## src/rtl/demux_chan_counter_pkg.sv

```systemverilog
// Shared types and helpers for the demux channel event counter.
// Channel count and index width are fixed by the upstream 1-to-4 demux.
package demux_chan_counter_pkg;

  localparam int unsigned NUM_CH        = 4;
  localparam int unsigned CH_IDX_W      = 2;
  localparam int unsigned CNT_W_DEFAULT = 8;

  typedef logic [CH_IDX_W-1:0] ch_idx_t;
  typedef logic [NUM_CH-1:0]   ch_vec_t;

  // Index of the lowest set bit; returns 0 for an all-zero vector.
  function automatic ch_idx_t lowest_set(input ch_vec_t v);
    ch_idx_t idx;
    idx = '0;
    for (int i = int'(NUM_CH) - 1; i >= 0; i--) begin
      if (v[i]) idx = ch_idx_t'(i);
    end
    return idx;
  endfunction

  // True when more than one bit is set (clearing the lowest set bit leaves something).
  function automatic logic multi_hot(input ch_vec_t v);
    return (v & (v - 1'b1)) != '0;
  endfunction

endpackage

```

## src/rtl/demux_chan_counter_if.sv

```systemverilog
// Signal bundle between the demux-side logic and the channel event counter.
// The master side drives channel levels, clears and readback select.
interface demux_chan_counter_if
  import demux_chan_counter_pkg::*;
#(
  parameter int unsigned CNT_W = 8
) ();

  ch_vec_t          ch_in;
  ch_vec_t          clr;
  ch_idx_t          rd_sel;
  logic [CNT_W-1:0] rd_count;
  ch_vec_t          sat;
  ch_idx_t          last_ch;
  logic             last_valid;
  logic             onehot_err;

  modport master (
    output ch_in,
    output clr,
    output rd_sel,
    input  rd_count,
    input  sat,
    input  last_ch,
    input  last_valid,
    input  onehot_err
  );

  modport slave (
    input  ch_in,
    input  clr,
    input  rd_sel,
    output rd_count,
    output sat,
    output last_ch,
    output last_valid,
    output onehot_err
  );

endinterface

```

## src/rtl/demux_chan_counter_chan_counter.sv

```systemverilog
// One channel: rising-edge detector feeding a saturating event counter.
// Clear has priority over a coincident rise, which is then dropped.
module demux_chan_counter_chan_counter #(
  parameter int unsigned CNT_W = 8
) (
  input  logic             clk_i,
  input  logic             rst_i,
  input  logic             in_i,
  input  logic             clr_i,
  output logic [CNT_W-1:0] count_o,
  output logic             sat_o,
  output logic             rise_o
);

  logic             prev_q;
  logic [CNT_W-1:0] count_q, count_d;

  always_ff @(posedge clk_i or posedge rst_i) begin
    if (rst_i) begin
      prev_q  <= 1'b0;
      count_q <= '0;
    end else begin
      prev_q  <= in_i;
      count_q <= count_d;
    end
  end

  // prev_q resets low, so a level already high after reset counts as a rise.
  assign rise_o = in_i & ~prev_q;
  assign sat_o  = &count_q;

  always_comb begin
    count_d = count_q;
    if (clr_i) begin
      count_d = '0;
    end else if (rise_o && !sat_o) begin
      count_d = count_q + 1'b1;
    end
  end

  assign count_o = count_q;

endmodule

```

## src/rtl/demux_chan_counter.sv

```systemverilog
// Per-channel event counters behind a 1-to-4 demux, with registered readback,
// last-active-channel tracking and a sticky flag for multi-hot demux outputs.
module demux_chan_counter
  import demux_chan_counter_pkg::*;
#(
  parameter int unsigned CNT_W = CNT_W_DEFAULT
) (
  input logic                clk,
  input logic                rst,
  demux_chan_counter_if.slave bus
);

  logic [CNT_W-1:0] count [NUM_CH];
  ch_vec_t          sat;
  ch_vec_t          rise;

  for (genvar i = 0; i < int'(NUM_CH); i++) begin : g_chan
    demux_chan_counter_chan_counter #(
      .CNT_W (CNT_W)
    ) u_chan (
      .clk_i   (clk),
      .rst_i   (rst),
      .in_i    (bus.ch_in[i]),
      .clr_i   (bus.clr[i]),
      .count_o (count[i]),
      .sat_o   (sat[i]),
      .rise_o  (rise[i])
    );
  end

  logic [CNT_W-1:0] rd_count_q, rd_count_d;
  ch_idx_t          last_ch_q, last_ch_d;
  logic             last_valid_q, last_valid_d;
  logic             onehot_err_q, onehot_err_d;

  always_ff @(posedge clk or posedge rst) begin
    if (rst) begin
      rd_count_q   <= '0;
      last_ch_q    <= '0;
      last_valid_q <= 1'b0;
      onehot_err_q <= 1'b0;
    end else begin
      rd_count_q   <= rd_count_d;
      last_ch_q    <= last_ch_d;
      last_valid_q <= last_valid_d;
      onehot_err_q <= onehot_err_d;
    end
  end

  always_comb begin
    // Readback samples the counter before this cycle's update.
    rd_count_d   = count[bus.rd_sel];
    last_ch_d    = last_ch_q;
    last_valid_d = last_valid_q;
    onehot_err_d = onehot_err_q;

    if (rise != '0) begin
      last_ch_d    = lowest_set(rise);
      last_valid_d = 1'b1;
    end

    // A fresh multi-hot observation beats a simultaneous global clear.
    if (multi_hot(bus.ch_in)) begin
      onehot_err_d = 1'b1;
    end else if (&bus.clr) begin
      onehot_err_d = 1'b0;
    end
  end

  assign bus.rd_count   = rd_count_q;
  assign bus.sat        = sat;
  assign bus.last_ch    = last_ch_q;
  assign bus.last_valid = last_valid_q;
  assign bus.onehot_err = onehot_err_q;

endmodule

```

## src/flat_wrapper.sv

```systemverilog
// flat-port wrapper written by rule: the top's interface ports become plain ports
module demux_chan_counter_flat import demux_chan_counter_pkg::*;
#(
  parameter int unsigned CNT_W = CNT_W_DEFAULT
)
  (clk, rst, bus_ch_in, bus_clr, bus_rd_sel, bus_rd_count, bus_sat, bus_last_ch, bus_last_valid, bus_onehot_err);
  demux_chan_counter_if #(.CNT_W(CNT_W)) bus_i ();
  input logic clk;
  input logic rst;
  input wire logic [$bits(bus_i.ch_in)-1:0] bus_ch_in;
  input wire logic [$bits(bus_i.clr)-1:0] bus_clr;
  input wire logic [$bits(bus_i.rd_sel)-1:0] bus_rd_sel;
  output wire logic [$bits(bus_i.rd_count)-1:0] bus_rd_count;
  output wire logic [$bits(bus_i.sat)-1:0] bus_sat;
  output wire logic [$bits(bus_i.last_ch)-1:0] bus_last_ch;
  output wire logic [$bits(bus_i.last_valid)-1:0] bus_last_valid;
  output wire logic [$bits(bus_i.onehot_err)-1:0] bus_onehot_err;
  assign bus_i.ch_in = bus_ch_in;
  assign bus_i.clr = bus_clr;
  assign bus_i.rd_sel = bus_rd_sel;
  assign bus_rd_count = bus_i.rd_count;
  assign bus_sat = bus_i.sat;
  assign bus_last_ch = bus_i.last_ch;
  assign bus_last_valid = bus_i.last_valid;
  assign bus_onehot_err = bus_i.onehot_err;
  demux_chan_counter #(.CNT_W(CNT_W)) u_core (.clk(clk), .rst(rst), .bus(bus_i));
endmodule
```

## config.mk

```make
export PLATFORM = sky130hd
export DESIGN_NAME = demux_chan_counter_flat
export DESIGN_NICKNAME = d
export VERILOG_FILES = /design/src/rtl/demux_chan_counter_pkg.sv /design/src/rtl/demux_chan_counter_if.sv /design/src/rtl/demux_chan_counter_chan_counter.sv /design/src/rtl/demux_chan_counter.sv /design/src/flat_wrapper.sv
export SDC_FILE = /design/constraint.sdc
export NUM_CORES = 1
export LEC_CHECK = 0
export ABC_AREA = 1
export BUFFER_PORTS_ARGS = -buffer_cell sky130_fd_sc_hd__buf_2
export CORE_MARGIN = 2
export CORE_UTILIZATION = 55
export DETAILED_ROUTE_END_ITERATION = 6
export GPL_TIMING_DRIVEN = 0
export HOLD_SLACK_MARGIN = 0.1
export PLACE_DENSITY = 0.75
export SYNTH_ARGS = -nofsm -noshare
export SYNTH_HDL_FRONTEND = slang
export SYNTH_SLANG_ARGS = --single-unit
```

## constraint.sdc

```tcl
create_clock -name clk -period 2.6 [get_ports clk]
set_clock_uncertainty 0.1 [all_clocks]
set_input_delay 0.39 -clock clk [delete_from_list [all_inputs] [get_ports clk]]
set_output_delay 0.39 -clock clk [all_outputs]
set_load 0.01 [all_outputs]
```

# After elaboration in Yosys (flattened, before gate mapping)
# Index checks and enable logic that the tools add are counted.
dict set report op_classes {
  add_sub_neg 5
  mul 0
  div 0
  order_cmp 1
  n_eq_ne 0
  shift 0
  n_mux 17
  bitwise_logic 10
  n_reduce_logical 20
}
# operator n
set ops {}
lappend ops {{two-way mux 8 bit} 10}
lappend ops {{adder 8 x 1 -> 8 bit, second input constant} 4}
lappend ops {{AND reduction 8 bit} 4}
lappend ops {{binary-select mux 8 bit (select 2 bit)} 1}
lappend ops {{nonzero test 2 bit} 5}
lappend ops {{two-way mux 2 bit} 4}
lappend ops {{nonzero test 4 bit} 2}
lappend ops {{bitwise AND 1 bit} 4}
lappend ops {{bitwise AND 4 bit} 1}
lappend ops {{logical AND 1 bit} 4}
lappend ops {{logical NOT 1 bit} 4}
lappend ops {{inverter 1 bit} 4}
lappend ops {{AND reduction 4 bit} 1}
lappend ops {{subtractor 4 x 1 -> 4 bit, second input constant} 1}
lappend ops {{>= comparator 3 bit, second input constant} 1}
lappend ops {{inverter 2 -> 3 bit} 1}
lappend ops {{two-way mux 1 bit} 2}
dict set report totals {
  reg_bits 48
  latchBits 0
  mem_bits_rw 0
  rom_bits 0
  input_bits 12
  word_cells 65
  mem_count 0
}

# Logic depth before layout (Yosys ltp)
# Gate-level depths: netlist of the first run.
dict set report logic_depth {
  word_depth 6
  mapped_depth 9
}

# Modules after synthesis
# Synthesis of the first run repeated with hierarchy kept, for this count alone.
dict set report unflattened {
  cells_unflattened 455
  hier_area_um2 3061.7
}
# module n_inst cells_each area_per_inst_um2
set modules_own_cells {}
lappend modules_own_cells {demux_chan_counter_chan_counter 4 81 565.5}
lappend modules_own_cells {demux_chan_counter 1 131 799.5}

# Least setup slack after synthesis of the first run
# OpenSTA, ideal clock, no wires.
dict set report synth_timing {
  path_kind {flip-flop to output port}
  start {register u_core.g_chan[3].u_chan.count_q[0]}
  end {output port bus_sat[3]}
  t_arrival_ns 1.049
  t_required_ns 2.110
  path_slack_ns 1.061
  path_stages_with_launch 5
  n_path_buf 1
  path_cell_list {dfrtp_1 ha_1 nand3_1 nor4_1 buf_4}
}
dict set report synth_between {
  elab_chain_cells 1
}
# element line_no
set synth_lines {}
lappend synth_lines {{from (decl)} demux_chan_counter_chan_counter.sv:16} ;# logic [CNT_W-1:0] count_q, count_d;
lappend synth_lines {{from (signal assigned)} demux_chan_counter_chan_counter.sv:24} ;# count_q <= count_d;
lappend synth_lines {{AND reduction 8 bit} demux_chan_counter_chan_counter.sv:30} ;# assign sat_o = &count_q;
lappend synth_lines {{to (decl)} flat_wrapper.sv:14} ;# output wire logic [$bits(bus_i.sat)-1:0] bus_sat;
# No other way between the ends.

# Worst setup path after layout of the first run
# Same ends and word-level chain as after synthesis.

==> results of run 1 <==
## layer usage
metal / track usage [%] / routed length [microns] / up-vias / share of wire, %
met5: 0 / 0 / - / 0
met4: 4.960 / 46 / 0 / 0.73
met3: 5.149 / 440 / 7 / 7.0
met2: 40.51 / 2967 / 72 / 47
met1: 34.60 / 2816 / 1162 / 45
li1: - / - / 1290 / -
## per-stage QoR
step	std cells	hold slack [ns]
floorplan	384	0.3214
global placement	478	0.3511
detailed placement	479	0.2946
CTS	488	0.1203
global route	488	0.1087
finish	488	0.1118
## logic make-up after synthesis
kind of cell             synth area share [%]
AND/OR/NAND/NOR                         33.93
buffers and inverters                   8.505
AO/OA/AOI/OAI                           10.24
flip-flops                              43.90
XOR/XNOR                                1.600
adder cells (fa/ha/maj)                 1.829
## layout make-up
class                   instances  area share, %
repair buffers                 29          5.366
plain buffers                  10          1.870
well taps                      67          2.724
inverters                      45          5.691
flip-flops and latches         48          39.02
clock buffers                   6          2.683
clock inverters                 2         0.3252
multi-input cells             281          42.32
## critical path, delay by kind of cell (launching register included)
kind | cells | cell delay, ns
adder cells (fa/ha/maj) | 1 | 0.25
flip-flops | 1 | 0.45
AND/OR/NAND/NOR | 2 | 0.34
buffers and inverters | 2 | 0.25
## flip-flops by register name, indices dropped and copies added (netlist names)
name,flops
u_core.bus.onehot_err,1
u_core.g_chan.u_chan.count_o,32
u_core.bus.last_valid,1
u_core.bus.rd_count,8
u_core.bus.last_ch,2
u_core.g_chan.u_chan.prev_q,4
## power by group through the flow
stage,Combinational [W],Clock (W),Sequential (W)
floorplan,0.0000838,0,0.000801
global placement,0.000141,0,0.000798
detailed placement,0.000148,0,0.000798
CTS,0.000150,0.000464,0.000783
global route,0.000170,0.000510,0.000787
finish,0.000149,0.000462,0.000783
## worst max-delay path by stage
stage,from,to,cells after the start
floorplan,rst,u_core.bus.last_ch[0],1
global placement,rst,u_core.bus.rd_count[5],2
detailed placement,u_core.g_chan[3].u_chan.count_o[0],bus_sat[3],5
CTS,u_core.g_chan[3].u_chan.count_o[0],bus_sat[3],5
global route,u_core.g_chan[3].u_chan.count_o[0],bus_sat[3],5
finish,u_core.g_chan[3].u_chan.count_o[0],bus_sat[3],5
## layout by cell type, fill, tap and decap left out, drive strengths merged, types with 5 or more instances in the layout
| cell type | netlist | layout |
|---|---|---|
| a21oi | 20 | 20 |
| buf | 6 | 34 |
| clkbuf | 4 | 10 |
| dfrtp | 48 | 48 |
| inv | 43 | 43 |
| nand2 | 129 | 129 |
| nand3 | 26 | 26 |
| nand4 | 11 | 11 |
| nor2 | 48 | 48 |
| o21ai | 26 | 26 |
| xor2 | 5 | 5 |
## what timing repair did
| item | in CTS | in global routing |
|---|---|---|
| buffers inserted | 0 | 0 |
| hold buffers | 1 | 0 |
| endpoints found under the hold margin | 16 | 0 |
## synth_stat cells
cell / number
o22ai_1: 2
inv_1: 41
xor2_1: 5
ha_1: 4
a21oi_1: 20
nor3b_1: 3
o21ai_1: 3
clkinv_2: 1
nand3_1: 26
nor2_2: 3
o21ai_0: 23
nand2_1: 122
buf_4: 5
nor4_1: 1
o211ai_1: 2
clkinv_4: 1
buf_2: 1
nand2_4: 1
or2_2: 1
nand2_2: 6
clkbuf_1: 4
dfrtp_1: 48
o21bai_1: 3
inv_2: 2
nand4_1: 11
nor2_1: 45
==> impl_metrics.toml, run 1 <==
[critical_path]
reg2reg_depth = 6
path_class = "reg -> out"
crit_arrival_ns = 1.59
rr_startpoint = "u_core.g_chan[0].u_chan.count_o[0]"
path_max_fanout = 6
cpPeakStageDelay_ns = 0.45
rrSetupSlack_ns = 0.94
start_kind = "register"
critPathRequiredTime_ns = 2.11
path_cells = "ha_1, nand3_1, nor4_1, buf_4, buf_2"
crit_slowest_cell = "dfrtp_1"
r2r-end = "u_core.g_chan[0].u_chan.count_o[7]"
cp-end-kind = "output port"

[final_layout]
syn_to_final_growth_pct = 12.48
design_area_sq_um = 3078
nFillCells = 457
antenna-diode-count = 0
drive_gt1_share_pct = 13.78
regArea_sq_um = 1201
nets = 436
multi_input_area_sq_um = 1303
utilization_pct = 64.74

[placement]
portBuffers = 27
pre_cts_ws_ns = 0.8453
place_congestion = 0.9236
hpwlAfterDp_microns = 4910
place_area_sq_um = 2975

[power_and_ir_drop]
combPwrFrac_pct = 10.7
sequentialPowerShare_pct = 56.2
p_clk_share_pct = 33.1
p_sw_w = 0.0003676
p_int_w = 0.001026
vdd_drop_max_uv = 276.1
power_leakage_nw = 1.534
finalPower_w = 0.001394
pwr_density_cell_nw_per_um2 = 452.9
switching_share_pct = 26.37

[synth]
synth-seq-cells = 48
synth_area_leaders = "dfrtp_1 (44%), nand2_1 (17%), nor2_1 (6.2%), inv_1 (5.6%), nand3_1 (4.8%)"
synth_cell_types = 26
ys_warn_count = 0
synth_nets = 400
post_synth_instance_area_sq_um = 2736
synth-seq-area-share_pct = 43.90
synthCells = 384
syn_avg_cell_area_sq_um = 7.126
synth_top_area_share_pct = 43.90
yosysTopAreaCell = "dfrtp_1"

[floorplan]
io_pins = 28
coreArea_sq_um = 4755
die_height_microns = 74.54
die_area_sq_um = 5555
start_util_pct = 57.55
row_count = 25
die_w_microns = 74.54

[global_route]
grt-ovfl-total = 0
track_usage_pct = 24.85
grt_pass1_vias = 2270
antenna_found_initial = 0
grt_pass1_wl_microns = 10560
grt_max_degree = 33

[sta]
final.min_clock_period_ns = 2.081
worst_slack_ns = 0.5186
setup_viol = 0
tns_ns = 0
worst_slew_pin_slew_ns = 0.4323
hold_violations = 0
relSlewSlack_pct = 71.18
final_max_slew_viol_count = 0
rsz0062_at_grt = "no"
max_freq_mhz = 480.4
period_share_pct = 80.05

[min_path]
hp-start = "bus_ch_in[1]"
min_to = "u_core.g_chan[1].u_chan.prev_q"
hold_depth = 1
min_path_type = "in -> reg"

[detailed_routing]
drc = 0
dr.pass1.iters = 4
viasPerCell = 5.186
postRouteAntennaNets = 0
totalWireLength_microns = 6270
vias = 2531
drt_iter0_drc = 236
wl_per_cell_microns = 12.85

[clocking]
path_clk_slew_ns = 0.09
clkLatencyLatePin_ns = 0.31
cts_buffers = 5
cts_tree = "built"
h-tree-depth = 2
cts.path.max_buffers = 2
post_cts_resize_count = 0
root_buffer = "clkbuf_8"
cts.sinks = 48

[status]
status = "finished clean"

[run]
drv_cap = 0
Power figures use the tool's default switching activity.
==> inputs of run 2 (changes only) <==
Settings changed: CORE_UTILIZATION 55 to 53, PLACE_DENSITY 0.75 to 0.76.
Clock period 2.6 ns to 1.9 ns, I/O delays scaled along.
==> impl_metrics.toml, run 2 (synthesized netlist as in run 1, its figures left out) <==
[status]
status = "finished clean"

[sta]
final_max_slew_viol_count = 0
relSlewSlack_pct = 64.20
worst_slew_pin_slew_ns = 0.5363
setup_viol = 0
holdWs_ns = 0.1695
max_freq_mhz = 542.2
final.min_clock_period_ns = 1.844
hold_violations = 0
tns_ns = 0
period_share_pct = 97.07

[final_layout]
nFillCells = 442
nets = 454
drive_gt1_share_pct = 19.36
antenna-diode-count = 0
layout_commonest_cell = "nand2_1"
regArea_sq_um = 1202
design_area_sq_um = 3326
largest_reg_flops = 32
mostFrequentLayoutCells = "nand2_1 (119), dfrtp_1 (47), nor2_1 (45), inv_1 (38), buf_2 (27)"
syn_to_final_growth_pct = 21.54
multi_input_area_sq_um = 1379

[floorplan]
die_height_microns = 75.86
start_util_pct = 54.27
die_w_microns = 75.86
die_area_sq_um = 5754
coreArea_sq_um = 5042
row_count = 26
io_pins = 28

[detailed_routing]
viasPerCell = 5.267
postRouteAntennaNets = 0
drc = 0
dr.pass1.iters = 5
totalWireLength_microns = 6712
wl_per_cell_microns = 13.19
drt_iter0_drc = 217
vias = 2681

[power_and_ir_drop]
pwr_density_cell_nw_per_um2 = 613.2
vdd_drop_max_uv = 429.4
finalPower_w = 0.002039
power_leakage_nw = 1.660

[critical_path]
r2r-end = "u_core.g_chan[1].u_chan.count_o[6]"
crit_arrival_ns = 1.46
path_depth = 7
reg2reg_depth = 6
critPathRequiredTime_ns = 1.51
critPathTopFamily = "flip-flops"
crit_slowest_cell = "dfrtp_1"
endpoint = "bus_sat[1]"
path_cells = "ha_2, nand2_4, nor2_4, nand2_1, inv_1, buf_4, buf_2"
rrSetupSlack_ns = 0.36
start_kind = "register"
rr_startpoint = "u_core.g_chan[1].u_chan.count_o[1]"
path_max_fanout = 5
cpPeakStageDelay_ns = 0.42
critPathBufInv = 3
startpoint = "u_core.g_chan[1].u_chan.count_o[1]"
path_class = "reg -> out"
cp-end-kind = "output port"

[clocking]
cts_tree = "built"
h-tree-depth = 2
cts.path.max_buffers = 2
root_buffer = "clkbuf_8"
path_clk_slew_ns = 0.09
cts_buffers = 5
clkLatencyLatePin_ns = 0.30
cts.sinks = 48

[global_route]
grt-ovfl-total = 0
antenna_found_initial = 0
grt_max_degree = 26
grt_pass1_vias = 2370
track_usage_pct = 24.67
grt_pass1_wl_microns = 10810

[placement]
place_congestion = 0.8804
portBuffers = 27
hpwlAfterDp_microns = 4727
place_area_sq_um = 2979

[min_path]
min_path_type = "in -> reg"

[run]
drv_cap = 0
==> run 2: cell types whose count changed in the layout (fill, tap and decap cells not counted), moves of 2 or more <==
| cell | previous run | this run |
|---|---|---|
| nand2_1 | 122 | 119 |
| a21oi_2 | 0 | 2 |
| buf_4 | 5 | 19 |
| dlygate4sd3_1 | 1 | 5 |
| a21oi_1 | 20 | 18 |
| nor2_2 | 3 | 0 |
| inv_1 | 40 | 38 |
| inv_2 | 3 | 5 |
| ha_2 | 0 | 3 |
| nor2_4 | 0 | 3 |
| ha_1 | 4 | 0 |
| nand2_4 | 1 | 4 |
==> run 2: final cells by class <==
class                      instances  share of cell area [%]
clock inverter                     2                   1.053
buffer                            10                   1.731
multi-input combinational        281                   41.46
timing repair buffer              47                   9.518
clock buffer                       6                   2.182
tap                               70                   2.634
sequential                        48                   36.15
inverter                          45                   5.267
==> run 2: routing by layer <==
| metal | vias to the layer above | wire length (microns) | track usage (%) | share of wire [%] |
|---|---|---|---|---|
| li1 | 1329 | - | - | - |
| met1 | 1253 | 3074 | 33.36 | 46 |
| met2 | 87 | 3181 | 41.48 | 47 |
| met3 | 12 | 343 | 4.762 | 5.1 |
| met4 | 0 | 113 | 4.873 | 1.7 |
| met5 | - | 0 | 0 | 0 |
==> run 2: power breakdown <==
part	internal, W	switching, W
Sequential	0.00105	0.0000160
Clock	0.000391	0.000343
Combinational	0.0000826	0.000156
==> run 2: tightest hold or removal path, stage by stage <==
cell and delay [ns]:
buf_2 0.11, nor2_1 0.05, nand2_1 0.05, nand2_1 0.04
==> run 2: how the worst min path moves through the flow <==
stage          depth (start not counted)          from                                  to
3_5_place_dp                           2           rst  u_core.g_chan[0].u_chan.count_o[3]
2_1_floorplan                          0  bus_ch_in[0]      u_core.g_chan[0].u_chan.prev_q
5_1_grt                                4    bus_clr[1]  u_core.g_chan[1].u_chan.count_o[3]
6_report                               4    bus_clr[0]  u_core.g_chan[0].u_chan.count_o[3]
3_3_place_gp                           1  bus_ch_in[3]      u_core.g_chan[3].u_chan.prev_q
4_1_cts                                4    bus_clr[0]  u_core.g_chan[0].u_chan.count_o[3]
==> run 2: what timing repair did <==
item,in CTS,in global routing
hold endpoints to repair,27,0
hold buffers,5,0
gates resized for setup,6,17
setup endpoints to repair,3,14
buffers inserted,6,8
cloned,0,0
pin swaps,1,6
==> run 2: stage by stage <==
| stage | util, % | instances | worst slack [ns] |
|---|---|---|---|
| after floorplan | - | 384 | 0.3705 |
| after CTS | 63.65 | 501 | 0.007540 |
| after global placement | 58.68 | 481 | -0.2479 |
| final | 65.96 | 509 | 0.05566 |
| after global routing | 65.96 | 509 | -0.02648 |
| after detailed placement | 59.08 | 482 | 0.2239 |
==> inputs of run 3 (changes only) <==
Settings changed: CORE_UTILIZATION 53 to 55, CTS_BUF_LIST set to sky130_fd_sc_hd__clkbuf_4 sky130_fd_sc_hd__clkbuf_8, PLACE_DENSITY 0.76 to 0.78.
==> impl_metrics.toml, run 3 (synthesized netlist as in run 1, its figures left out) <==
[clocking]
root_buffer = "clkbuf_8"
path_clk_slew_ns = 0.08
cts.sinks = 48
cts_buffers = 5
clkLatencyLatePin_ns = 0.31
cts_tree = "built"
cts.path.max_buffers = 2
h-tree-depth = 2

[floorplan]
die_w_microns = 74.54
row_count = 25
die_height_microns = 74.54
coreArea_sq_um = 4755
start_util_pct = 57.55
die_area_sq_um = 5555
io_pins = 28

[final_layout]
utilization_pct = 68.87
syn_to_final_growth_pct = 19.66
mostFrequentLayoutCells = "nand2_1 (118), dfrtp_1 (47), nor2_1 (45), inv_1 (38), buf_2 (26)"
antenna-diode-count = 0
nets = 449
nFillCells = 427
largest_reg_flops = 32
regArea_sq_um = 1202
layout_commonest_cell = "nand2_1"
multi_input_area_sq_um = 1373
drive_gt1_share_pct = 18.66
design_area_sq_um = 3274

[sta]
setup_viol = 0
period_share_pct = 97.42
worst_slew_pin_slew_ns = 0.4421
final.min_clock_period_ns = 1.851
relSlewSlack_pct = 70.48
hold_violations = 0
rsz0062_at_grt = "yes"
final_max_slew_viol_count = 0
max_freq_mhz = 540.2
tns_ns = 0
holdWs_ns = 0.1558

[global_route]
grt-ovfl-total = 0
grt_max_degree = 30
grtUsageMet3_pct = 4.607
grt_pass1_vias = 2397
grt_pass1_wl_microns = 10790
top_usage_layer = "met2"
use_met2_pct = 41.20
track_usage_pct = 25.45
use_met1_pct = 35.06
antenna_found_initial = 0

[placement]
hpwlAfterDp_microns = 4631
portBuffers = 27
place_area_sq_um = 2975
place_congestion = 0.8104

[detailed_routing]
dr.pass1.iters = 5
wl_per_cell_microns = 12.97
postRouteAntennaNets = 0
drc = 0
totalWireLength_microns = 6498
viasPerCell = 5.218
drt_iter0_drc = 226
vias = 2614

[status]
status = "finished clean"

[power_and_ir_drop]
vdd_drop_max_uv = 459.5
finalPower_w = 0.001965
p_clk_share_pct = 34.0
combPwrFrac_pct = 11.7
switching_share_pct = 25.88
pwr_density_cell_nw_per_um2 = 600.2
power_leakage_nw = 1.619
p_int_w = 0.001457
p_sw_w = 0.0005085
sequentialPowerShare_pct = 54.4

[critical_path]
path_class = "reg -> out"
endpoint = "bus_sat[0]"
start_kind = "register"
critPathRequiredTime_ns = 1.51
cp-end-kind = "output port"
rr_startpoint = "u_core.g_chan[2].u_chan.count_o[1]"
rrSetupSlack_ns = 0.31
r2r-end = "u_core.g_chan[2].u_chan.count_o[6]"
crit_arrival_ns = 1.47
startpoint = "u_core.g_chan[0].u_chan.count_o[0]"
reg2reg_depth = 7
path_max_fanout = 5

[run]
drv_cap = 0

[min_path]
min_path_type = "in -> reg"
-- run 3: metal layers --
metal	part of all wire, %	routed length, microns	vias to the layer above
met5	0	0	-
li1	-	-	1316
met4	0.92	60	0
met3	5.5	359	7
met2	48	3119	77
met1	46	2959	1214
-- run 3: timing repair --
action,4_1_cts,5_1_grt
gates resized for setup,6,16
setup endpoints to repair,2,12
pin swaps,1,5
hold buffers,5,0
endpoints found under the hold margin,23,0
setup buffers,4,6
-- run 3: how the worst min path moves through the flow --
stage / startpoint / endpoint / depth (start not counted)
2_1_floorplan: bus_ch_in[0] / u_core.g_chan[0].u_chan.prev_q / 0
3_3_place_gp: bus_ch_in[3] / u_core.g_chan[3].u_chan.prev_q / 1
3_5_place_dp: rst / u_core.g_chan[1].u_chan.count_o[4] / 2
4_1_cts: bus_clr[0] / u_core.g_chan[0].u_chan.count_o[3] / 4
5_1_grt: bus_clr[0] / u_core.g_chan[0].u_chan.count_o[4] / 4
6_report: bus_clr[0] / u_core.g_chan[0].u_chan.count_o[3] / 4
-- run 3: through the flow --
step	worst slack (ns)	instances
2_1_floorplan	0.3705	384
3_3_place_gp	-0.2484	478
3_5_place_dp	0.2321	479
4_1_cts	0.005882	496
5_1_grt	-0.02894	501
6_report	0.04895	501
-- run 3: area by class of cell --
class                      instances  share of cell area [%]
multi-input combinational        281                   41.92
sequential                        48                   36.72
timing repair buffer              43                   8.942
inverter                          45                   5.350
clock buffer                       8                   2.981
tap                               67                   2.560
buffer                             9                   1.528
-- run 3: power by group through the flow --
stage | registers [W] | logic, W | clock network (W)
2_1_floorplan | 0.00110 | 0.000115 | 0
3_3_place_gp | 0.00109 | 0.000193 | 0
3_5_place_dp | 0.00109 | 0.000202 | 0
4_1_cts | 0.00107 | 0.000222 | 0.000683
5_1_grt | 0.00107 | 0.000260 | 0.000712
6_report | 0.00107 | 0.000229 | 0.000668
-- run 3: worst max-delay path, stage by stage, from the launching register on --
cell and delay (ns):
dfrtp_1 0.40, ha_2 0.21, nand2_2 0.13, nor2_4 0.05, nand2_2 0.08, inv_1 0.04
buf_4 0.11, buf_2 0.12
